[config.mk]
export PLATFORM = sky130hd
export DESIGN_NAME = dsp_mac_sequencer
export DESIGN_NICKNAME = d
export VERILOG_FILES = /design/src/rtl/dsp_mac_sequencer.sv
export SDC_FILE = /design/constraint.sdc
export NUM_CORES = 1
export LEC_CHECK = 0
export CAP_MARGIN = 40
export CORE_MARGIN = 4
export CORE_UTILIZATION = 40
export CTS_CLUSTER_DIAMETER = 40
export DETAILED_ROUTE_END_ITERATION = 8
export GPL_TIMING_DRIVEN = 0
export MAX_ROUTING_LAYER = met4
export PLACE_DENSITY = 0.7
export SLEW_MARGIN = 25
export SYNTH_ARGS = -nofsm -noshare
export SYNTH_HDL_FRONTEND = slang
export SYNTH_SLANG_ARGS = --single-unit
[constraint.sdc]
create_clock -name CLK -period 2.5 [get_ports CLK]
set_clock_uncertainty 0.1 [all_clocks]
set_input_delay 0.5 -clock CLK [delete_from_list [all_inputs] [get_ports CLK]]
set_output_delay 0.5 -clock CLK [all_outputs]
set_load 0.01 [all_outputs]
[src/rtl/dsp_mac_sequencer.sv]
// dsp_mac_sequencer: sequences one DSP48A1 slice as a length-N multiply-accumulate.
//
// The A/B data path goes straight to the slice. This block only drives
// OPMODE, the clock enables and the P-register reset.
// A shift register tracks which products are in flight, so P accumulates
// only on valid products. Source stalls insert harmless bubbles.
//
// Handshake: s_ready depends on state alone (high only in RUN). A pair is
// accepted on any cycle where s_valid and s_ready are both high. A
// same-cycle abort overrides the accept.
//
// Optional feature: define DSP_SEQ_SUB_EN to add the 'sub' input. When sub
// is set with start, CLR loads OPMODE 8'h89 (post-adder subtract), so P
// ends at -(sum of A*B).
//
// state_dbg exposes the FSM state for checkers.

module dsp_mac_sequencer #(
    parameter int LEN_WIDTH   = 8,
    parameter int PIPE_STAGES = 2
) (
    input  logic                 CLK,
    input  logic                 RST_N,
    input  logic                 start,
    input  logic [LEN_WIDTH-1:0] len,
    input  logic                 abort,
`ifdef DSP_SEQ_SUB_EN
    input  logic                 sub,
`endif
    input  logic                 s_valid,
    output logic                 s_ready,
    output logic [7:0]           OPMODE,
    output logic                 CE_IN,
    output logic                 CEM,
    output logic                 CEP,
    output logic                 RSTP,
    output logic                 busy,
    output logic                 done,
    output logic [2:0]           state_dbg
);

    typedef enum logic [2:0] {
        IDLE  = 3'd0,
        CLR   = 3'd1,
        RUN   = 3'd2,
        DRAIN = 3'd3,
        DONE  = 3'd4
    } state_t;

    localparam logic [7:0] OPMODE_ADD = 8'h09;  // X=M, Z=P, add
    localparam logic [7:0] OPMODE_SUB = 8'h89;  // same, post-adder subtract

    state_t                 state;
    state_t                 state_next;
    logic [LEN_WIDTH-1:0]   count;
    logic [PIPE_STAGES-1:0] vld;
    logic [7:0]             opmode_q;
    logic                   rstp_abort_q;
    logic                   accept;
    logic                   abort_hit;
    logic                   sub_sel;

    // Abort only acts outside IDLE. In IDLE it is ignored and start wins.
    assign abort_hit = abort && (state != IDLE);

`ifdef DSP_SEQ_SUB_EN
    logic sub_q;

    // Latch the subtract request together with the start command.
    always_ff @(posedge CLK or negedge RST_N) begin
        if (!RST_N) begin
            sub_q <= 1'b0;
        end else if (state == IDLE && start) begin
            sub_q <= sub;
        end
    end

    assign sub_sel = sub_q;
`else
    assign sub_sel = 1'b0;
`endif

    // FSM state register.
    always_ff @(posedge CLK or negedge RST_N) begin
        if (!RST_N) begin
            state <= IDLE;
        end else begin
            state <= state_next;
        end
    end

    // Next-state logic and the accept decision.
    always_comb begin
        state_next = state;
        accept     = 1'b0;
        case (state)
            IDLE: begin
                if (start) begin
                    state_next = CLR;
                end
            end
            CLR: begin
                // count already holds the length latched with start.
                if (count != '0) begin
                    state_next = RUN;
                end else begin
                    state_next = DONE;
                end
            end
            RUN: begin
                accept = s_valid && !abort;
                if (accept && count == LEN_WIDTH'(1)) begin
                    state_next = DRAIN;
                end
            end
            DRAIN: begin
                // Wait until the last product has been added into P.
                if (vld == '0) begin
                    state_next = DONE;
                end
            end
            DONE: begin
                state_next = IDLE;
            end
            default: begin
                state_next = IDLE;
            end
        endcase
        if (abort_hit) begin
            state_next = IDLE;
        end
    end

    // Remaining-sample counter: load on start, count down per accept, clear on abort.
    always_ff @(posedge CLK or negedge RST_N) begin
        if (!RST_N) begin
            count <= '0;
        end else if (abort_hit) begin
            count <= '0;
        end else if (state == IDLE && start) begin
            count <= len;
        end else if (accept && count != '0) begin
            count <= count - LEN_WIDTH'(1);
        end
    end

    // Product-occupancy shift register: bit i marks a valid product i+1 stages past the inputs.
    always_ff @(posedge CLK or negedge RST_N) begin
        if (!RST_N) begin
            vld <= '0;
        end else if (abort_hit) begin
            vld <= '0;
        end else begin
            vld[0] <= accept;
            for (int i = 1; i < PIPE_STAGES; i++) begin
                vld[i] <= vld[i-1];
            end
        end
    end

    // OPMODE is loaded in CLR and then held until the next CLR.
    always_ff @(posedge CLK or negedge RST_N) begin
        if (!RST_N) begin
            opmode_q <= 8'h00;
        end else if (state == CLR) begin
            opmode_q <= sub_sel ? OPMODE_SUB : OPMODE_ADD;
        end
    end

    // After an abort, P is reset for one cycle while the FSM is already in IDLE.
    always_ff @(posedge CLK or negedge RST_N) begin
        if (!RST_N) begin
            rstp_abort_q <= 1'b0;
        end else begin
            rstp_abort_q <= abort_hit;
        end
    end

    // Output decode.
    always_comb begin
        s_ready   = (state == RUN);
        CE_IN     = accept;
        CEM       = vld[0];
        CEP       = vld[PIPE_STAGES-1];
        RSTP      = (state == CLR) || rstp_abort_q;
        busy      = (state != IDLE);
        done      = (state == DONE) && !abort;
        OPMODE    = opmode_q;
        state_dbg = state;
    end

endmodule
Word-level counts from Yosys, hierarchy flattened --
Cells that the tools add are included.
Cells by class: $add $sub $neg 1, eq/ne operators 8, multiplexer cells 11, reduce and logical (&&, ||, !) cells 14
Operators by type and width (number):
- $mux 8 | 3
- $mux 3 | 5
- $pmux 3 s4 | 1
- $eq 8x1->1 const B | 1
- $reduce_bool 8->1 | 1
- $sub 8x1->8 const B | 1
- $eq 3x2->1 const B | 2
- $logic_and 1x1->1 | 6
- $ne 3x3->1 const B | 2
- $reduce_bool 3->1 | 2
- $eq 3x1->1 const B | 1
- $eq 3x3->1 const B | 1
- $logic_not 3->1 | 1
- $ne 3x1->1 const B | 1
- $reduce_and 3->1 | 1
- $logic_not 2->1 | 1
- $mux 2 | 1
- $logic_not 1->1 | 1
- $logic_or 1x1->1 | 1
- $mux 1 | 1
Storage, ports and cells: bits in registers 15, input bits 13, output and inout bits 18

Longest topological paths before layout --
Gate-level depths: netlist (run 1).
depth after elaboration 7, mapped depth 6, mapped depth without buffers 5

Least setup slack after synthesis (run 1) --
OpenSTA, ideal clock, no wires.
path type register to register, from register count[5], to register count[2], library setup time 0.128 ns, data arrival time 1.910 ns, path slack 0.363 ns, stages on the path, launching flop included 6, path buffers 1, clock period less this slack 2.137 ns, path through dfrtp_1 or4_1 or4b_4 buf_6 a311oi_1 nor3_1
On the way: longest elaborated chain between the ends 3
RTL lines:
- start: declaration | RTL line 55 | logic [LEN_WIDTH-1:0] count;
- start signal: assignment | RTL line 141 | count <= len;
- start signal: assignment | RTL line 143 | count <= count - LEN_WIDTH'(1);
- $reduce_bool 8->1 | RTL line 142 | end else if (accept && count != '0) begin
- $logic_and 1x1->1 | RTL line 142
- $reduce_bool 3->1 (no line)
No other way between the ends. A chain may end at the register's enable or synchronous reset.

Worst setup path after layout (run 1) --
from register state[0] (netlist: state_dbg[0]), to output port RSTP
On the way: longest elaborated chain between the ends 2
RTL lines:
- start: declaration | RTL line 53 | state_t state;
- start signal: assignment | RTL line 88 | state <= state_next;
- $eq 3x1->1 | RTL line 185 | RSTP = (state == CLR) || rstp_abort_q;
- $logic_or 1x1->1 | RTL line 185
- end: declaration | RTL line 36 | output logic RSTP,
No other way between the ends.

==> results of run 1 <==
==> area by class of cell <==
class	count	area share, %
sequential	15	28.1
clock buffer	4	1.97
timing repair buffer	26	19.0
inverter	5	1.41
buffer	12	6.29
tap	28	2.63
multi-input combinational	82	40.5
==> placed cells by master (no fill, tap or decap), drive strengths merged, types with 2 or more instances in the layout <==
cell           instances
clkdlybuf4s50         22
dfrtp                 15
nor2                  10
buf                   10
nor3                   8
clkbuf                 8
nand3                  6
conb                   6
inv                    5
nand2                  5
a21oi                  4
o21ai                  4
and3                   4
a211oi                 3
o31ai                  2
or2                    2
nor4b                  2
and2                   2
nand4                  2
ha                     2
or4b                   2
==> cells by family (layout without fill, tap and decap cells) <==
logic type      count (synthesis)  after routing  synth area share, %
simple gates                   51             51                 30.5
other cells                     1              6                0.380
compound gates                 23             23                 18.3
flops                          15             15                 38.0
fa+ha+maj                       2              2                 2.53
buf+inv                        18             47                 10.3
==> per-stage QoR <==
stage	cells	setup WS [ns]
after global placement	166	-0.336
after detailed placement	167	-0.371
after CTS	172	0.0775
after global routing	172	0.00936
after floorplan	115	0.363
final	172	0.0932
==> state kept, by name (all words and copies together), names as in the netlist <==
name	cells
vld	2
rstp_abort_q	1
count	8
state_dbg	3
OPMODE	1
==> worst max path at each step <==
stage	cells past startpoint	end
floorplan	5	count[2]
global placement	4	CE_IN
detailed placement	4	CE_IN
CTS	4	RSTP
global route	4	RSTP
finish	4	RSTP
==> cell usage after synthesis (2+ instances only) <==
library cell  instances  area share [%]
nand2_1               5             1.9
nor4b_1               2             1.8
nand4_1               2             1.3
ha_1                  2             2.5
buf_4                 7             5.3
clkbuf_1              5             1.9
or2_2                 2             1.3
o21ai_0               4             2.0
nor2_1               10             3.8
dfrtp_1              15              38
a21oi_1               4             2.0
o31ai_1               2             1.5
and2_1                2             1.3
inv_1                 5             1.9
a211oi_1              2             1.5
nor3_1                7             3.5
nand3_1               6             3.0
and3_1                3             1.9
==> per-layer routing <==
| layer | wire length (µm) | track usage (%) |
|---|---|---|
| met5 | 0 | - |
| met4 | 41 | 6.95 |
| met3 | 192 | 3.79 |
| met2 | 1080 | 22.9 |
| met1 | 1040 | 18.5 |
==> worst reg2reg max path, stage by stage (launching register included) <==
cell	delay [ns]
dfrtp_1	0.43
or4_1	0.56
or4b_4	0.53
buf_6	0.15
and3_4	0.18
o41ai_2	0.19
==> what timing repair did <==
action | 4_1_cts | 5_1_grt
setup buffers | 2 | 0
setup endpoints to repair | 4 | 2
cloned | 0 | 0
hold buffers | 0 | 0
pin swaps | 1 | 0
resized for setup | 4 | 3
==> power breakdown <==
part           leakage (nW)  total, mW  internal (mW)  switching [mW]
registers             0.189      0.403          0.311          0.0912
logic                 0.383      0.462          0.226           0.236
clock network        0.0150      0.141         0.0620          0.0793
==> results by group, run 1 <==
Run status
  • Status: complete, no violations

Route
  • Initial DRC count: 21
  • Drc violations: 0
  • TritonRoute pass-1 iters: 4
  • Routed vias/inst: 5.45
  • Routed WL: ~2400 µm
  • Post-route ant nets: 0
  • Wire per inst: 13.7 µm
  • Via count: 937

Synth
  • Sequential area share after synthesis: 38.0%
  • Primary FF master, synth: dfrtp_1
  • Post-synth EDFFs: 0
  • Cell Area, Synth: approximately 990 µm²
  • Synth warn: 0
  • Syn Area/Cell: 8.97 µm²
  • Synthesized flop and latch total: 15
  • Post-synthesis async set-or-reset flop share: 100%
  • Gate Count Post-Synth: 110
  • Synth unique cells: between 40 and 50

Clocking
  • Root buffer cell: clkbuf_4
  • Num CTS Buffers: 3
  • # clock sinks: 15
  • Clock Path Buffers: 2
  • Clock transition at path regs: 0.09 ns
  • Clock Latency Late Sink: 0.29 ns
  • H-tree level count: 1
  • CTS tree: done

Power
  • Leak Pwr: 0.587 nW
  • VDD IR max: 0.413 mV
  • Pwr dens: about 750 mW/mm²
  • Overall power: 1.01 mW

Floorplan
  • Core area: 0.00228 mm²
  • DIE HEIGHT: 57.7 µm
  • Die area: about 0.0033 mm²
  • Starting Density: 43.4%
  • # rows: 17
  • # IOs: 31
  • Chip Width: 57.7 µm

Hold path
  • Hold Path Depth: 1
  • Tightest Hold Check Type: reg2reg
  • Hold Startpoint: OPMODE[0]
  • Hold endpoint: OPMODE[0]

Worst setup path
  • Worst path bufs/invs: 2
  • Required @ worst endpoint: around 1.9 ns
  • Gate family responsible for the most delay along the worst path: buffers and inverters
  • CP Cell Sequence: clkbuf_2, nor3b_2, or2_2, clkdlybuf4s50_1
  • R2R depth: 5
  • Crit-path slowest cell: clkdlybuf4s50_1
  • Crit path max fanout: 10
  • Reg2Reg Setup Slack: between 0.2 and 0.3 ns
  • Critical Path End Type: output pin
  • R2R Path End: count[1]
  • Worst Path Arrival: between 1.5 and 2 ns
  • Worst setup startpoint: state_dbg[0]
  • Critical path class: reg2out
  • Crit-path max cell delay: approximately 0.48 ns
  • FF-to-FF Start: count[5]
  • Critical path launch point type: flip-flop

Final layout
  • Share of layout cells above drive strength 1: roughly 18%
  • Number of diodes: 0
  • Final Cell Area: 0.00133 mm²
  • Sequential Area: about 380 µm²
  • Final core occ: 58.6%
  • Multi-input gate area: 541 µm²
  • P&R area growth vs syn: 35.1%
  • Nets: 160
  • Fillers: 216

STA
  • Final worst hold slack: 0.401 ns
  • Relative slew margins: 51.5%
  • RSZ-0062 raised after global routing: no
  • Period utilization: 96.3%
  • Final Critical Period: between 2 and 2.5 ns
  • Fin. Hold Viols: 0
  • Max-slew violation count: 0
  • Worst-Margin Slew: 0.725 ns
  • Final TNS setup: 0 ns
  • Final count of negative-setup-slack endpoints: 0
  • F_max: 415 MHz

Placement
  • Placement Cell Area: ~0.0013 mm²
  • DP HPWL: 1730 µm
  • IO buf count: 23
  • GPL Wtd Cong: 0.808

Global route
  • Largest net degree at the start of global routing: 16
  • Initial antenna violation count: 0
  • Vias in the first global route: 847
  • First-pass GRT wire length: 3780 µm
  • Global route overflow: 0
  • All-layer global routing usage: 15.0%

Job
  • Max-cap violations: 0
No activity file was read; power rests on OpenSTA's default activity.
==> inputs of run 2 (changes only) <==
--- a/config.mk
+++ b/config.mk
@@ -7,12 +7,14 @@
 export LEC_CHECK = 0
 export CAP_MARGIN = 40
 export CORE_MARGIN = 4
-export CORE_UTILIZATION = 40
+export CORE_UTILIZATION = 45
 export CTS_CLUSTER_DIAMETER = 40
 export DETAILED_ROUTE_END_ITERATION = 8
 export GPL_TIMING_DRIVEN = 0
 export MAX_ROUTING_LAYER = met4
-export PLACE_DENSITY = 0.7
+export PLACE_DENSITY = 0.78
+export SKIP_CTS_REPAIR_TIMING = 1
+export SKIP_LAST_GASP = 1
 export SLEW_MARGIN = 25
 export SYNTH_ARGS = -nofsm -noshare
 export SYNTH_HDL_FRONTEND = slang
==> run 2 against run 1 <==
Non-clock buffer count rose by 4. Sequential share of layout area fell by 0.64 points. Power rose by 0.71%. Sequential cell count did not move. Via count rose by 3.3%. Critical path depth did not move. Worst hold slack improved by 0.0068 ns. Count of clock-buffer cells in the layout did not move. Worst setup slack improved by 0.018 ns. Combinational power rose by 2%. Sequential power barely moved. Critical path type unchanged.
==> results by group, run 2 (synthesized netlist as in run 1, its figures left out) <==
Route
  • Via count: 968
  • TritonRoute pass-1 iters: 4
  • Drc violations: 0
  • Routed vias/inst: 5.53
  • Routed WL: 2300 µm
  • Wire per inst: 13.2 µm
  • Post-route ant nets: 0
  • Initial DRC count: 46

Floorplan
  • DIE HEIGHT: approximately 55 µm
  • # rows: 16
  • Starting Density: about 50%
  • # IOs: 31
  • Chip Width: 54.8 µm
  • Core area: approximately 0.0020 mm²
  • Die area: ~0.0030 mm²

Clocking
  • Num CTS Buffers: 3
  • H-tree level count: 1
  • Clock Latency Late Sink: 0.28 ns
  • Clock Path Buffers: 2
  • Clock transition at path regs: 0.09 ns
  • # clock sinks: 15
  • Root buffer cell: clkbuf_4
  • CTS tree: done

Final layout
  • Share of layout cells above drive strength 1: 20.9%
  • Commonest non-fill, non-tap cell in the layout: clkdlybuf4s50_1
  • Final core occ: 67.5%
  • Nets: 164
  • P&R area growth vs syn: 38.3%
  • Number of diodes: 0
  • Most frequent cells in the layout: 22 x clkdlybuf4s50_1, 15 x dfrtp_1, 13 x buf_4, 10 x nor2_1, 7 x nor3_1
  • Final Non-Filler Cells: 175
  • Fillers: ~170
  • Max reg flops: 8
  • Largest register by flop count: count

Global route
  • Global route overflow: 0
  • First-pass GRT wire length: 3660 µm
  • Initial antenna violation count: 0
  • Vias in the first global route: 853
  • Largest net degree at the start of global routing: 16
  • All-layer global routing usage: 17.2%

Worst setup path
  • Required @ worst endpoint: 1.90 ns
  • Critical Path End Type: output pin
  • Crit-path max cell delay: about 0.48 ns
  • Critical path launch point type: flip-flop
  • Crit-path slowest cell: clkdlybuf4s50_1
  • Worst path bufs/invs: 2
  • Worst Path Arrival: 1.79 ns
  • Worst setup startpoint: state_dbg[0]
  • Gate family responsible for the most delay along the worst path: buffers and inverters
  • Crit path max fanout: 10
  • CP Cell Sequence: buf_2, nor3b_2, or2_2, clkdlybuf4s50_1
  • FF-to-FF Start: count[5]
  • Critical path class: reg2out

Power
  • Pwr dens: 742 mW/mm²
  • VDD IR max: 0.502 mV
  • Leak Pwr: 0.619 nW
  • Overall power: 1.01 mW

Placement
  • IO buf count: 23
  • Placed insts: 166
  • Pre-CTS setup slack: -0.324 ns
  • DP HPWL: 1680 µm
  • GPL Wtd Cong: 0.910

Hold path
  • Tightest Hold Check Type: reg2reg
  • Hold Startpoint: OPMODE[0]

STA
  • Relative slew margins: 51.8%
  • Period utilization: 95.5%
  • Final count of negative-setup-slack endpoints: 0
  • F_max: 419 MHz
  • RSZ-0062 raised after global routing: yes
  • Fin. Hold Viols: 0
  • Max-slew violation count: 0
  • Final Critical Period: approximately 2.4 ns
  • Worst setup margin: between 0.1 and 0.15 ns
  • Worst-Margin Slew: about 0.72 ns

Job
  • Max-cap violations: 0

Run status
  • Status: complete, no violations
[run 2: area by class of cell]
type                    instances  area [µm²]  share of cell area (%)
multi-input cells              82         547                    40.1
flip-flops and latches         15         375                    27.5
repair buffers                 30         283                    20.7
plain buffers                  12        81.3                    5.96
well taps                      27        33.8                    2.47
clock buffers                   4        26.3                    1.92
inverters                       5        18.8                    1.37
[run 2: power by group]
| part | switching (mW) | internal [mW] | total, mW |
|---|---|---|---|
| sequential | 0.0912 | 0.311 | 0.403 |
| combinational | 0.243 | 0.227 | 0.470 |
| clock | 0.0782 | 0.0619 | 0.140 |
| total | 0.413 | 0.600 | 1.01 |
[run 2: layer usage]
metal	track usage, %	vias to the layer above	wire length, µm
li1	-	471	-
met1	22.2	461	1030
met2	27.2	34	1080
met3	2.45	2	180
met4	6.64	0	9
met5	-	-	0
[run 2: worst paths after layout]
kind                           endpoint  slack, ns  cells after the start
setup / recovery                   RSTP       0.11                      4
hold / removal                OPMODE[0]       0.41                      1
setup reg to reg               count[1]       0.25                      5
hold reg to reg               OPMODE[0]       0.41                      1
max in group asynchronous      count[5]       1.34                      1
min in group asynchronous  state_dbg[2]       0.52                      1
[run 2: through the flow]
| stage | cell area [µm²] | hold WS, ns | setup TNS [ns] |
|---|---|---|---|
| final | 1370 | 0.408 | 0 |
| after global routing | 1370 | 0.446 | -0.00897 |
| after CTS | 1300 | 0.419 | -0.416 |
| after detailed placement | 1270 | 0.398 | -0.324 |
| after global placement | 1270 | 0.379 | -0.330 |
| after floorplan | 1010 | 0.104 | 0 |
